$ cat src/rtl/mem_wb_stage.sv
// mem_wb_stage
// MEM stage plus MEM/WB pipeline register. Issues load/store accesses from the
// EX/MEM register to an external data memory over a req/ack handshake, stalls
// the upstream pipe while an access is outstanding, drops misaligned accesses
// (align_err pulse) and turns a missing ack into a sticky bus_err.
//
// Ports
//   clk, reset_in                    clock, synchronous active-high reset
//   RegWrite_in .. WriteReg_in       EX/MEM register contents (held while stalled)
//   mem_req/we/addr/wdata            memory request side (combinational from state)
//   mem_ack, mem_rdata               one-cycle completion with load data
//   stall_out                        hold EX/MEM and earlier stages this cycle
//   RegWrite_out .. WriteReg_out     MEM/WB register contents
//   align_err                        one-cycle pulse, misaligned access dropped
//   bus_err                          sticky access-timeout flag, cleared by reset only
module mem_wb_stage #(
    parameter int n       = 32,
    parameter int RA_W    = 5,
    parameter int TIMEOUT = 16,
    parameter int TO_W    = 5
) (
    input  logic            clk,
    input  logic            reset_in,
    input  logic            RegWrite_in,
    input  logic            MemtoReg_in,
    input  logic            MemRead_in,
    input  logic            MemWrite_in,
    input  logic [n-1:0]    ALU_Result_in,
    input  logic [n-1:0]    RT_data_in,
    input  logic [RA_W-1:0] WriteReg_in,
    output logic            mem_req,
    output logic            mem_we,
    output logic [n-1:0]    mem_addr,
    output logic [n-1:0]    mem_wdata,
    input  logic            mem_ack,
    input  logic [n-1:0]    mem_rdata,
    output logic            stall_out,
    output logic            RegWrite_out,
    output logic            MemtoReg_out,
    output logic [n-1:0]    ReadData_out,
    output logic [n-1:0]    ALU_Result_out,
    output logic [RA_W-1:0] WriteReg_out,
    output logic            align_err,
    output logic            bus_err
);

    typedef enum logic [0:0] {
        S_IDLE = 1'b0,
        S_REQ  = 1'b1
    } state_t;

    state_t          state_r;
    state_t          state_nxt_s;
    logic [TO_W-1:0] cnt_r;

    logic            op_s;
    logic            mis_s;
    logic            is_load_s;
    logic            timeout_s;

    logic            reg_write_r;
    logic            mem_to_reg_r;
    logic [n-1:0]    read_data_r;
    logic [n-1:0]    alu_result_r;
    logic [RA_W-1:0] write_reg_r;
    logic            align_err_r;
    logic            bus_err_r;

    // Access decode; read+write together is a store, so only a pure read loads.
    always_comb begin
        op_s      = MemRead_in | MemWrite_in;
        mis_s     = op_s & (ALU_Result_in[1:0] != 2'b00);
        is_load_s = MemRead_in & ~MemWrite_in;
        timeout_s = (state_r == S_REQ) & ~mem_ack & (cnt_r == TO_W'(TIMEOUT - 1));
    end

    // Request payload follows the EX/MEM register, which is frozen while stalled.
    assign mem_addr  = {ALU_Result_in[n-1:2], 2'b00};
    assign mem_wdata = RT_data_in;

    // State register.
    always_ff @(posedge clk) begin
        if (reset_in) begin
            state_r <= S_IDLE;
        end else begin
            state_r <= state_nxt_s;
        end
    end

    // Next-state logic: one REQ episode per aligned access, always back through IDLE.
    always_comb begin
        state_nxt_s = state_r;
        case (state_r)
            S_IDLE: begin
                if (op_s && !mis_s) begin
                    state_nxt_s = S_REQ;
                end else begin
                    state_nxt_s = S_IDLE;
                end
            end
            S_REQ: begin
                if (mem_ack || timeout_s) begin
                    state_nxt_s = S_IDLE;
                end else begin
                    state_nxt_s = S_REQ;
                end
            end
            default: state_nxt_s = S_IDLE;
        endcase
    end

    // Handshake and stall outputs. Stall drops in the completing cycle so the
    // upstream pipe advances on the same edge that loads MEM/WB.
    always_comb begin
        mem_req   = 1'b0;
        mem_we    = 1'b0;
        stall_out = 1'b0;
        case (state_r)
            S_IDLE: begin
                stall_out = op_s & ~mis_s;
            end
            S_REQ: begin
                mem_req   = 1'b1;
                mem_we    = MemWrite_in;
                stall_out = ~mem_ack & ~timeout_s;
            end
            default: begin
                mem_req   = 1'b0;
                mem_we    = 1'b0;
                stall_out = 1'b0;
            end
        endcase
    end

    // MEM/WB register, timeout counter and error flags.
    always_ff @(posedge clk) begin
        if (reset_in) begin
            cnt_r        <= '0;
            reg_write_r  <= 1'b0;
            mem_to_reg_r <= 1'b0;
            read_data_r  <= '0;
            alu_result_r <= '0;
            write_reg_r  <= '0;
            align_err_r  <= 1'b0;
            bus_err_r    <= 1'b0;
        end else begin
            align_err_r <= 1'b0;
            case (state_r)
                S_IDLE: begin
                    cnt_r <= '0;
                    if (!op_s) begin
                        reg_write_r  <= RegWrite_in;
                        mem_to_reg_r <= MemtoReg_in;
                        read_data_r  <= '0;
                        alu_result_r <= ALU_Result_in;
                        write_reg_r  <= WriteReg_in;
                    end else if (mis_s) begin
                        // Dropped access: keep the slot but never write the register file.
                        reg_write_r  <= 1'b0;
                        mem_to_reg_r <= MemtoReg_in;
                        read_data_r  <= '0;
                        alu_result_r <= ALU_Result_in;
                        write_reg_r  <= WriteReg_in;
                        align_err_r  <= 1'b1;
                    end else begin
                        // The single bubble for this access; it stays put until completion.
                        reg_write_r  <= 1'b0;
                        mem_to_reg_r <= 1'b0;
                    end
                end
                S_REQ: begin
                    if (mem_ack) begin
                        cnt_r        <= '0;
                        reg_write_r  <= RegWrite_in;
                        mem_to_reg_r <= MemtoReg_in;
                        read_data_r  <= is_load_s ? mem_rdata : '0;
                        alu_result_r <= ALU_Result_in;
                        write_reg_r  <= WriteReg_in;
                    end else if (timeout_s) begin
                        cnt_r        <= '0;
                        reg_write_r  <= 1'b0;
                        mem_to_reg_r <= MemtoReg_in;
                        read_data_r  <= '0;
                        alu_result_r <= ALU_Result_in;
                        write_reg_r  <= WriteReg_in;
                        bus_err_r    <= 1'b1;
                    end else begin
                        cnt_r <= cnt_r + TO_W'(1);
                    end
                end
                default: begin
                    cnt_r <= '0;
                end
            endcase
        end
    end

    assign RegWrite_out   = reg_write_r;
    assign MemtoReg_out   = mem_to_reg_r;
    assign ReadData_out   = read_data_r;
    assign ALU_Result_out = alu_result_r;
    assign WriteReg_out   = write_reg_r;
    assign align_err      = align_err_r;
    assign bus_err        = bus_err_r;

endmodule

$ cat config.mk
export PLATFORM = sky130hd
export DESIGN_NAME = mem_wb_stage
export DESIGN_NICKNAME = d
export VERILOG_FILES = /design/src/rtl/mem_wb_stage.sv
export SDC_FILE = /design/constraint.sdc
export NUM_CORES = 1
export LEC_CHECK = 0
export CORE_ASPECT_RATIO = 1.1
export CORE_MARGIN = 2
export CORE_UTILIZATION = 32
export DETAILED_ROUTE_END_ITERATION = 8
export PLACE_DENSITY = 0.78
export SYNTH_ARGS = -nofsm -noshare
export SYNTH_HDL_FRONTEND = slang
export SYNTH_SLANG_ARGS = --single-unit
export TNS_END_PERCENT = 10
$ cat constraint.sdc
create_clock -name clk -period 2.2 [get_ports clk]
set_clock_uncertainty 0.2 [all_clocks]
set_input_delay 0.22 -clock clk [delete_from_list [all_inputs] [get_ports clk]]
set_output_delay 0.22 -clock clk [all_outputs]
set_load 0.1 [all_outputs]
==> metrics.md, run 1 <==
| Metric | Value |
|---|---|
| Clock tree buffer depth | 2 |
| Status | finished with violations |
| Total vias in the final route | 2834 |
| Slowest Stage Delay on Critical Path | 390 ps |
| Root buf cell | clkbuf_16 |
| Clock slew at reported path FFs | 60 ps |
| Io pins | 248 |
| Top routing layer in use | met4 |
| P_leak | 2.63 nW |
| Startpoint type of the worst setup path | register |
| Non-Filler Instances | 619 |
| Unrepaired setup endpoints after global routing | yes |
| Area delta synth->final | 55.8% |
| Die Y | 114 microns |
| Post-layout util | 0.506 |
| Failing checks | negative setup slack |
| Setup slack after layout | -137 ps |
| Fillers | 943 |
| VDD IR max | 0.000350 V |
| Arr. time, crit path | 1920 ps |
| Hold Violations, Final | 0 |
| # setup viols final | 14 |
| Synth unique cells | 31 |
| RD Place Congestion | 0.684 |
| Place WS | 48.3 ps |
| Worst Path Class, Setup | register to output port |
| Chip width | 104 microns |
| Overflow after GRT | 0 |
| Worst EP required | 1780 ps |
| Placed Cells | 596 |
| Layout Nets | 577 |
| Initial Util | 0.325 |
| Detail Route Antenna Nets | 0 |
| Crit path cell chain | ha_4 > and3_4 > ha_4 > or3b_4 > o31a_4 > inv_12 > buf_16 |
| Global-route wire length before repair | 13.6 mm |
| Final min period | 2340 ps |
| Final Max Slew Viols | 0 |
| CTS H-tree depth | 3 |
| Max frequency | 428 MHz |
| Buf+Inv Stages, Crit Path | 2 |
| Number of global-route vias before repair | 2833 |
| Seq cells post-synth | 79 |
| Core Area | 0.0108 sq mm |
| Max cap viols | 0 |
| Initial DRT Pass Iterations | 4 |
| IO Port Bufs | 181 |
| M1 wire length | 3.43 mm |
| Wire length on met3 | 748 microns |
| Layout cell share with drive strength beyond 1 | 0.371 |
| Sequential share of the synthesized area | 0.452 |
| Multi-input logic area | 0.00124 sq mm |
| Tcrit/Tclk final | 1.06 |
| DRC | 0 |
| Yosys warns | 0 |
| Crit end category | output port |
| Commonest non-fill, non-tap cell in the layout | buf_4 |
| Cell Area, Synth | 0.00350 sq mm |
| Die footprint | 0.0118 sq mm |
| All-Layer GR Usage | 0.142 |
| Crit-path slowest cell | or3b_4 |
| WL final | 8.65 mm |
| Reg area | 0.00159 sq mm |
| DP HPWL | 6.38 mm |
| Hold/Removal Path Class | input port to output port |
| CTS sink cnt | 79 |
| Met2 WL | 4.32 mm |
| Hold WS | 240 ps |
| Rows | 40 |
| Initial antenna violation count | 0 |
| Worst-path fanout max | 4 |
| Commonest non-fill, non-tap cells in the layout | buf_4, dfxtp_1, clkdlybuf4s50_1 |
| Synth Instances | 344 |
| Clock Latency Late Sink | 320 ps |
| Mean post-synth cell area | 10.2 sq um |
| CTS tree | built |
| Top Family by Delay on Critical Path | simple AND/OR/NAND/NOR gates |
| Cell mode on critical path | ha_4 |
| 1st-iter DRT viols | 97 |
| Largest net degree at the start of global routing | 52 |
| TritonCTS Buffers | 9 |
| Power Density | 757 mW/mm^2 |
| Wire per inst | 14.0 microns |
| Vias/cell | 4.58 |
| Inserted Diodes | 0 |
## synthesized netlist by cell type (all sizes together)
library cell   n  area, sq um
nor3           2         10.0
and3           5         31.3
a31oi          1         6.26
or3b           1         11.3
buf           72          621
o311ai         1         8.76
nor3b          1         12.5
o21ai          1         5.00
inv            4         27.5
dfxtp         79         1580
and2           2         12.5
nand2         73          274
nor2           8         30.0
nand3          1         5.00
conb           1         3.75
mux2i         35          350
a21oi          2         10.0
a31o           2         17.5
ha             2         25.0
xor2           1         8.76
o21bai         1         7.51
xnor2          1         8.76
a32o          32          354
clkbuf        15         56.3
o31a           1         17.5
## worst register-to-register path: cells and delay by family (launching register included)
family	cells	cell delay, ps
AND/OR/NAND/NOR	2	570
buffers and inverters	3	440
flip-flops	1	330
AO/OA/AOI/OAI	2	320
adder cells (fa/ha/maj)	2	310
## cell families (layout without fill, tap and decap cells)
| group | count (synthesis) | in the layout | synth area share |
|---|---|---|---|
| AND/OR/NAND/NOR | 93 | 93 | 0.111 |
| buffers and inverters | 91 | 218 | 0.202 |
| flip-flops | 79 | 79 | 0.452 |
| AO/OA/AOI/OAI | 41 | 41 | 0.122 |
| multiplexers | 35 | 35 | 0.100 |
| adder cells (fa/ha/maj) | 2 | 2 | 0.00716 |
| XOR/XNOR | 2 | 2 | 0.00501 |
| other | 1 | 2 | 0.00107 |
## sequential cells by signal, summed over array words and instances (netlist names)
register	cells
ReadData_out	32
cnt_r	5
align_err	1
state_r	1
MemtoReg_out	1
ALU_Result_out	32
WriteReg_out	5
bus_err	1
RegWrite_out	1
## path summary, 6_finish.rpt
| check | start | endpoint | slack, ps | cells past startpoint |
|---|---|---|---|---|
| worst min register to register | ALU_Result_out[14] | ALU_Result_out[14] | 250 | 2 |
| worst min-delay path | RT_data_in[17] | mem_wdata[17] | 240 | 0 |
| worst max register to register | cnt_r[1] | ReadData_out[20] | -20 | 9 |
| worst max-delay path | cnt_r[1] | stall_out | -140 | 7 |
## power breakdown
| part | switching, mW | leakage, nW | total, mW | internal [mW] |
|---|---|---|---|---|
| Sequential | 0.0321 | 0.648 | 1.52 | 1.49 |
| Clock | 0.568 | 0.118 | 1.33 | 0.762 |
| Combinational | 0.870 | 1.86 | 1.27 | 0.398 |
## cell type report
| class | instances | share of cell area |
|---|---|---|
| Clock buffer | 11 | 0.0427 |
| Sequential cell | 79 | 0.291 |
| Clock inverter | 5 | 0.00643 |
| Timing Repair Buffer | 198 | 0.392 |
| Multi-Input combinational cell | 175 | 0.228 |
| Inverter | 4 | 0.00506 |
| Tap cell | 147 | 0.0338 |
## metrics by stage
step | total power, mW | setup TNS [ps] | cell area [sq um]
6_report | 4.12 | -353 | 5450
5_1_grt | 4.29 | -2630 | 5450
4_1_cts | 4.17 | -1240 | 5410
2_1_floorplan | 2.73 | 0 | 3510
3_3_place_gp | 2.80 | 0 | 5070
3_5_place_dp | 2.81 | 0 | 5070
## per-layer routing
layer / up-vias / track usage
met5: - / 0
met4: 0 / 0.0649
met3: 22 / 0.0611
met2: 134 / 0.243
met1: 1317 / 0.154
li1: 1361 / -
## repair_timing
action,4_1_cts,5_1_grt
setup endpoints to repair,1,63
setup buffers,4,2
gates cloned,0,1
gates resized for setup,6,0
hold endpoints to repair,0,0
hold buffers,0,0
pin swaps,2,3
(Power assumes the default switching activity.)
==> run 2, diff against run 1 <==
Settings changed: GPL_ROUTABILITY_DRIVEN set to 1, REMOVE_ABC_BUFFERS set to 1, TNS_END_PERCENT 10 to 20.
==> run 2 against run 1 <==
  * Design area is 0.62% higher
  * Largest power group unchanged
  * Register-to-register slack better by 20 ps
  * Count of clock-buffer cells in the layout is 1 lower
  * Critical path depth stayed put
  * Sequential cell count stayed put
  * The flow still finishes with violations (negative setup slack)
  * Setup slack better by 28 ps
  * Combinational power hardly changed
  * Hold slack better by 0.61 ps
  * Sequential share of layout area is 0.20 points lower
  * Routed wire length is 16% higher
==> metrics.md, run 2 (synthesis gave the netlist of run 1 again) <==
| Metric | Value |
|---|---|
| Number of global-route vias before repair | 2890 (+2.0%) |
| Non-Filler Instances | 617 (-0.32%) |
| Initial antenna violation count | 0 (unchanged) |
| Unrepaired setup endpoints after global routing | yes |
| Final Max Slew Viols | 0 (unchanged) |
| Root buf cell | clkbuf_16 |
| Global-route wire length before repair | 15.6 mm (+15%) |
| Wire per inst | 16.3 microns (+17%) |
| Max frequency | 433 MHz (+1.2%) |
| Layout Nets | 576 (-0.17%) |
| VDD IR max | 0.000315 V (-10%) |
| Clock Latency Late Sink | 320 ps (about the same) |
| Tcrit/Tclk final | 1.05 (-0.0127) |
| Layout cell share with drive strength beyond 1 | 0.370 (-0.000550) |
| Initial DRT Pass Iterations | 4 (unchanged) |
| Worst Path Class, Setup | register to output port |
| Met2 GRT Util | 0.260 (+0.0168) |
| Post-route cell area | 0.00548 sq mm (+0.62%) |
| Area delta synth->final | 56.7% |
| 1st-iter DRT viols | 85 (-12%) |
| Largest net degree at the start of global routing | 45 (-13%) |
| Clock tree buffer depth | 2 (unchanged) |
| Total power | 4.25 mW (+3.0%) |
| Hold WS | 241 ps (+0.609 ps) |
| Core Area | 0.0108 sq mm (unchanged) |
| Max cap viols | 0 (unchanged) |
| Hold Violations, Final | 0 (unchanged) |
| Io pins | 248 (unchanged) |
| Vias/cell | 4.58 (about the same) |
| TritonCTS Buffers | 9 (unchanged) |
| Die Y | 114 microns (unchanged) |
| DRC | 0 (unchanged) |
| FF-to-FF setup slack | 0 ps (+20 ps) |
| Worst-path fanout max | 2 (-2) |
| Place WS | 17.4 ps (-31.0 ps) |
| Commonest non-fill, non-tap cell in the layout | buf_4 |
| Rows | 40 (unchanged) |
| IO Port Bufs | 181 (unchanged) |
| Fillers | 959 (+1.7%) |
| Post-layout util | 0.509 (+0.00314) |
| Clock slew at reported path FFs | 60 ps (about the same) |
| Worst EP required | 1780 ps (about the same) |
| Crit end category | output port |
| Commonest non-fill, non-tap cells in the layout | buf_4, dfxtp_1, clkdlybuf4s50_1 |
| Power Density | 775 mW/mm^2 (+2.4%) |
| # setup viols final | 1 (-13) |
| Inserted Diodes | 0 (unchanged) |
| Initial Util | 0.325 (unchanged) |
| Setup slack after layout | -109 ps (+28.0 ps) |
| Hold/Removal Path Class | input port to output port |
| Arr. time, crit path | 1890 ps (-30 ps) |
| Grt peak-use layer | met2 |
| Detail Route Antenna Nets | 0 (unchanged) |
| Die footprint | 0.0118 sq mm (unchanged) |
| GR Layer Usage met3 | 0.125 (+0.0640) |
| Met1 usage | 0.184 (+0.0291) |
| Chip width | 104 microns (unchanged) |
| Total vias in the final route | 2826 (-0.28%) |
| Failing checks | negative setup slack |
| CTS tree | built |
| WL final | 10.1 mm (+16%) |
| Status | finished with violations |
| P_leak | 2.65 nW (+0.76%) |
| DP Area | 0.00507 sq mm (about the same) |
| CTS H-tree depth | 3 (unchanged) |
| RD Place Congestion | 0.779 (+14%) |
| DP HPWL | 7.80 mm (+22%) |
| Setup_tns | -109 ps (+244 ps) |
| Overflow after GRT | 0 (unchanged) |
| All-Layer GR Usage | 0.170 (+0.0274) |
| Placed Cells | 595 (-0.17%) |
| CTS sink cnt | 79 (unchanged) |
| Cts hold-fix bufs | 0 (unchanged) |
| Final min period | 2310 ps (-28.0 ps) |
| Startpoint type of the worst setup path | register |
run 2: timing repair:
| action | CTS | global route |
|---|---|---|
| setup buffers | 6 | 1 |
| gates cloned | 0 | 1 |
| endpoints found under the setup margin | 1 | 65 |
| pin swaps | 3 | 3 |
| gates resized for setup | 7 | 1 |
run 2: where the power goes:
part / internal, mW / switching (mW) / total [mW]
logic: 0.397 / 0.868 / 1.26
clock network: 0.902 / 0.556 / 1.46
registers: 1.49 / 0.0312 / 1.52
run 2: path summary, 6_finish.rpt:
check                      start          endpoint  cells past startpoint
hold / removal    RT_data_in[21]     mem_wdata[21]                      0
setup reg to reg        cnt_r[0]  ReadData_out[26]                      9
setup / recovery        cnt_r[0]         stall_out                      7
hold reg to reg     RegWrite_out      RegWrite_out                      2
run 2: final cells by class:
class                           instances  area [sq um]  share of cell area
Multi-Input combinational cell        175          1240               0.227
Timing Repair Buffer                  197          2140               0.391
Inverter                                4          27.5             0.00502
Sequential cell                        79          1580               0.289
Clock buffer                           10           239              0.0436
Clock inverter                          5          58.8              0.0107
Tap cell                              147           184              0.0336
run 2: metal layers:
layer  routed length, microns  vias to the layer above
met3                     1600                       11
met4                       93                        2
met5                       71                        -
met1                     3770                     1285
met2                     4540                      174
li1                         -                     1354
run 2: critical path, cell delays in order, from the launching register on:
cell and delay (ps):
dfxtp_2 330, ha_4 160, and3_4 180, ha_4 150
or3b_4 370, o31a_4 150, inv_12 70, buf_16 160
==> RTL change 1, RTL diff (settings of run 2) <==
The parameter `RA_W` goes from 5 to 10.
--- a/src/rtl/mem_wb_stage.sv
+++ b/src/rtl/mem_wb_stage.sv
@@ -15,7 +15,7 @@
 //   bus_err                          sticky access-timeout flag, cleared by reset only
 module mem_wb_stage #(
     parameter int n       = 32,
-    parameter int RA_W    = 5,
+    parameter int RA_W    = 10,
     parameter int TIMEOUT = 16,
     parameter int TO_W    = 5
 ) (
Ports: changed (resized WriteReg_in and WriteReg_out); port bits go from 248 to 258. The function was not compared with the original's and may differ.
==> RTL change 1 against run 2 <==
The run still ends with negative setup slack left. Routed wire length grew 15%. Total power rose by 13%. Setup slack worse by 0.022 ns. Clock power up 23%. Sequential power up 7%. Hold slack barely moved. First-iteration DRC count grew 81%. Design area grew 6.8%. Fmax shrank 0.93%. Area after synthesis rose by 6.0%. Sequential cell count rose by 5. Critical path depth stayed put. Critical path type unchanged.
==> RTL change 1: results (changes against run 2) <==
| Metric | Value |
|---|---|
| Met1 Wirelength | `4.62 mm (+22%)` |
| Sequential cell area share | `0.288 (-0.00119)` |
| Pleak | `2.84 nW (+7.2%)` |
| Non-clock buffers | `209 (+6.1%)` |
| DR WL met3 | `1.77 mm (+11%)` |
| CP max stage delay | `0.37 ns (about the same)` |
| Adder-cell share of the synthesized area | `0.00675 (-0.000408)` |
| Largest net degree at the start of global routing | `72 (+60%)` |
| Nets | `613 (+6.4%)` |
| Routed vias | `3035 (+7.4%)` |
| GR Layer Usage met1 | `0.204 (+0.0200)` |
| Synth cell count leaders | `dfxtp_1 (84), nand2_1 (83), buf_4 (64)` |
| Sequential cells | `84 (+6.3%)` |
| Drt total wl | `11.6 mm (+15%)` |
| Multi-input combinational area share | `0.228 (+0.00124)` |
| Dpl hpwl | `9.04 mm (+16%)` |
| Sequential share of the synthesized area | `0.454 (+0.00120)` |
| Clock-cell share | `0.0605 (+0.00618)` |
| Status | `complete, but fails checks` |
| IO buf count | `191 (+5.5%)` |
| Xor/xnor cell area share of the yosys netlist | `0.00472 (-0.000286)` |
| Failing checks | `negative setup slack` |
| Post-synthesis mux area share | `0.108 (+0.00778)` |
| GRT met3 Usage | `0.134 (+0.00885)` |
| Setup TNS | `-0.418 ns (-0.309 ns)` |
| First-pass GRT wire length | `17.0 mm (+8.9%)` |
| Final setup viols | `28 (+27)` |
| Grt met2 use | `0.269 (+0.00919)` |
| #MultiIn Comb | `190 (+8.6%)` |
| All-Layer GR Usage | `0.183 (+0.0136)` |
| Routability cong. | `0.791 (+1.6%)` |
| Final setup margin | `-0.130 ns (-0.0216 ns)` |
| WHS | `0.241 ns (-0.00000400 ns)` |
| Arr. time, crit path | `1.91 ns (+0.02 ns)` |
| Fillers | `995 (+3.8%)` |
| Layout cells sized above 1 | `0.361 (-0.00965)` |
| Non-clk buf share | `0.386 (-0.00465)` |
| Top cells by area, synth | `dfxtp_1 (45%), buf_4 (13%), mux2i_1 (11%)` |
| DR WL met2 | `4.98 mm (+9.9%)` |
-- RTL change 1: what timing repair did --
action / CTS / global route
setup endpoints to repair: 3 / 61
buffers inserted: 5 / 1
pin swaps: 2 / 28
gates cloned: 0 / 1
gates resized for setup: 8 / 4
-- RTL change 1: metrics by stage --
step | cell area, µm² | instances | worst slack [ns]
floorplan | 3010 | 278 | -0.450
global placement | 5370 | 630 | 0.0565
detailed placement | 5370 | 630 | 0.00698
CTS | 5800 | 650 | -0.161
global route | 5850 | 652 | -0.182
finish | 5850 | 652 | -0.130
-- RTL change 1: worst register-to-register path: stages, from the launching register on --
cell and delay (ns):
dfxtp_2 0.34, ha_4 0.16, and3_4 0.18, ha_4 0.16, or3b_4 0.37, o31a_4 0.15, inv_12 0.07, buf_4 0.10
buf_6 0.10, buf_12 0.16, a32o_2 0.19
-- RTL change 1: logic make-up after synthesis --
| group | Yosys count |
|---|---|
| fa+ha+maj | 2 |
| mux | 40 |
| xor+xnor | 2 |
| buf+inv | 93 |
| compound gates | 41 |
| flops | 84 |
| other cells | 1 |
| simple gates | 103 |
-- RTL change 1: path summary, 6_finish.rpt --
path,to,depth (start not counted),start
worst max-delay path,stall_out,7,cnt_r[1]
worst min-delay path,mem_wdata[29],0,RT_data_in[29]
worst max register to register,ReadData_out[18],10,cnt_r[1]
worst min register to register,ALU_Result_out[18],2,ALU_Result_out[18]
-- RTL change 1: report_power, final --
part | total (mW) | internal, mW | switching, mW | leakage [nW]
combinational | 1.38 | 0.432 | 0.943 | 1.97
clock | 1.79 | 1.22 | 0.569 | 0.173
sequential | 1.62 | 1.59 | 0.0344 | 0.689
==> RTL change 2, RTL diff (flow settings as in run 2) <==
Without the edit above. Reset style: asynchronous (`reset_in`), changed in 2 clocked blocks. Comments in the files are not updated.
--- a/src/rtl/mem_wb_stage.sv
+++ b/src/rtl/mem_wb_stage.sv
@@ -79,7 +79,7 @@
     assign mem_wdata = RT_data_in;
 
     // State register.
-    always_ff @(posedge clk) begin
+    always_ff @(posedge clk or posedge reset_in) begin
         if (reset_in) begin
             state_r <= S_IDLE;
         end else begin
@@ -133,7 +133,7 @@
     end
 
     // MEM/WB register, timeout counter and error flags.
-    always_ff @(posedge clk) begin
+    always_ff @(posedge clk or posedge reset_in) begin
         if (reset_in) begin
             cnt_r        <= '0;
             reg_write_r  <= 1'b0;
Behaviour: differs if reset_in is asserted again (counterexample within 4 cycles, from zero or initial values and one cycle with reset_in high); with reset_in held inactive, the same outputs for 4 cycles.
==> RTL change 2 against run 2 <==
The run still ends with negative setup slack left. Area after synthesis is 1.1% lower. Design area is 2.5% higher. Synthesized cell count is 26% lower. Die area decreased by 1.0%. Highest routed layer unchanged. Largest power group is now combinational cells. Core utilization is 2.9 points higher. Sequential cell count is the same. Count of clock-buffer cells in the layout rose by 2. Register-to-register slack worse by 0.25 ns. Total power increased by 15%. Setup slack got worse by 0.17 ns. Routed wire length rose by 4.3%.
==> RTL change 2: results (changes against run 2) <==
| Metric | Value |
|---|---|
| Arr. time, crit path | `2.06 ns (+0.17 ns)` |
| All-Layer GR Usage | `0.183 (+0.0135)` |
| DRT Pass-1 Iters | `5 (+1)` |
| Pre-CTS WS | `-0.219 ns (-0.236 ns)` |
| Failing checks | `negative setup slack` |
| Peak supply drop | `0.531 mV (+69%)` |
| Setup TNS | `-11.03 ns (-10.92 ns)` |
| Drt wl/cell | `19.4 µm (+19%)` |
| Status | `complete, but fails checks` |
| Crit-path max FO | `3 (+1)` |
| Layout cells sized above 1 | `0.448 (+0.0773)` |
| DR WL met3 | `1.40 mm (-13%)` |
| Pleak | `2.64 nW (-0.14%)` |
| Routed vias | `2500 (-12%)` |
| GR Layer Usage met1 | `0.218 (+0.0340)` |
| Grt met2 use | `0.270 (+0.0101)` |
| Top cells by area, synth | `dfrtp_1 (57%), buf_4 (15%), mux2_2 (9.8%)` |
| Routed vias/inst | `4.60 (+0.52%)` |
| Cts repair resizes | `5 (-2)` |
| Sequential share of the synthesized area | `0.572 (+0.119)` |
| Synth cell count leaders | `dfrtp_1 (79), buf_4 (68), a22o_1 (34)` |
| Mean Syn Cell Area | `13.5 µm² (+33%)` |
| 1st-iter DRT viols | `105 (+24%)` |
| Final setup margin | `-0.279 ns (-0.170 ns)` |
| Yosys cell types | `27 (-13%)` |
| Fillers | `887 (-7.5%)` |
| Dpl hpwl | `7.80 mm (about the same)` |
| Met1 Wirelength | `4.08 mm (+8.2%)` |
| Routability cong. | `0.714 (-8.2%)` |
| Placed insts | `521 (-12%)` |
| Final setup viols | `59 (+58)` |
==> RTL change 2: cell families (layout without fill, tap and decap cells) <==
logic type	after synthesis	after routing	synth area share
AO/OA/AOI/OAI	40	40	0.103
XOR/XNOR	2	2	0.00507
adder cells (fa/ha/maj)	2	2	0.00723
buffers and inverters	81	224	0.174
flip-flops	79	79	0.572
multiplexers	36	36	0.117
other	1	2	0.00108
AND/OR/NAND/NOR	15	15	0.0213
==> RTL change 2: layout make-up <==
type | count | area (µm²) | share of cell area
repair buffers | 203 | 2200 | 0.392
flip-flops and latches | 79 | 1980 | 0.352
multi-input cells | 97 | 948 | 0.169
clock buffers | 12 | 246 | 0.0439
well taps | 143 | 179 | 0.0319
clock inverters | 4 | 45.0 | 0.00802
inverters | 5 | 20.0 | 0.00357
==> RTL change 2: power by group <==
group	leakage (nW)	switching, mW	internal (mW)
combinational	1.49	1.27	0.547
clock	0.146	0.556	0.904
sequential	1.01	0.0634	1.56
total	2.64	1.89	3.01
==> RTL change 2: path summary, 6_finish.rpt <==
| kind | start | end | slack [ns] | cells past startpoint |
|---|---|---|---|---|
| worst max register to register | cnt_r[0] | ALU_Result_out[6] | -0.25 | 8 |
| max in group asynchronous | reset_in | ReadData_out[4] | 1.37 | 3 |
| worst max-delay path | cnt_r[0] | stall_out | -0.28 | 7 |
| worst min-delay path | reset_in | ALU_Result_out[18] | 0.11 | 3 |
| worst min register to register | bus_err | bus_err | 0.29 | 1 |
| min in group clk | RT_data_in[18] | mem_wdata[18] | 0.24 | 0 |
==> RTL change 2: worst reg2reg max path: cells and delay by family (launching register included) <==
kind	cells	cell delay (ns)
compound gates	1	0.11
simple gates	2	0.57
buf+inv	2	0.36
flops	1	0.38
mux	1	0.37
fa+ha+maj	2	0.34
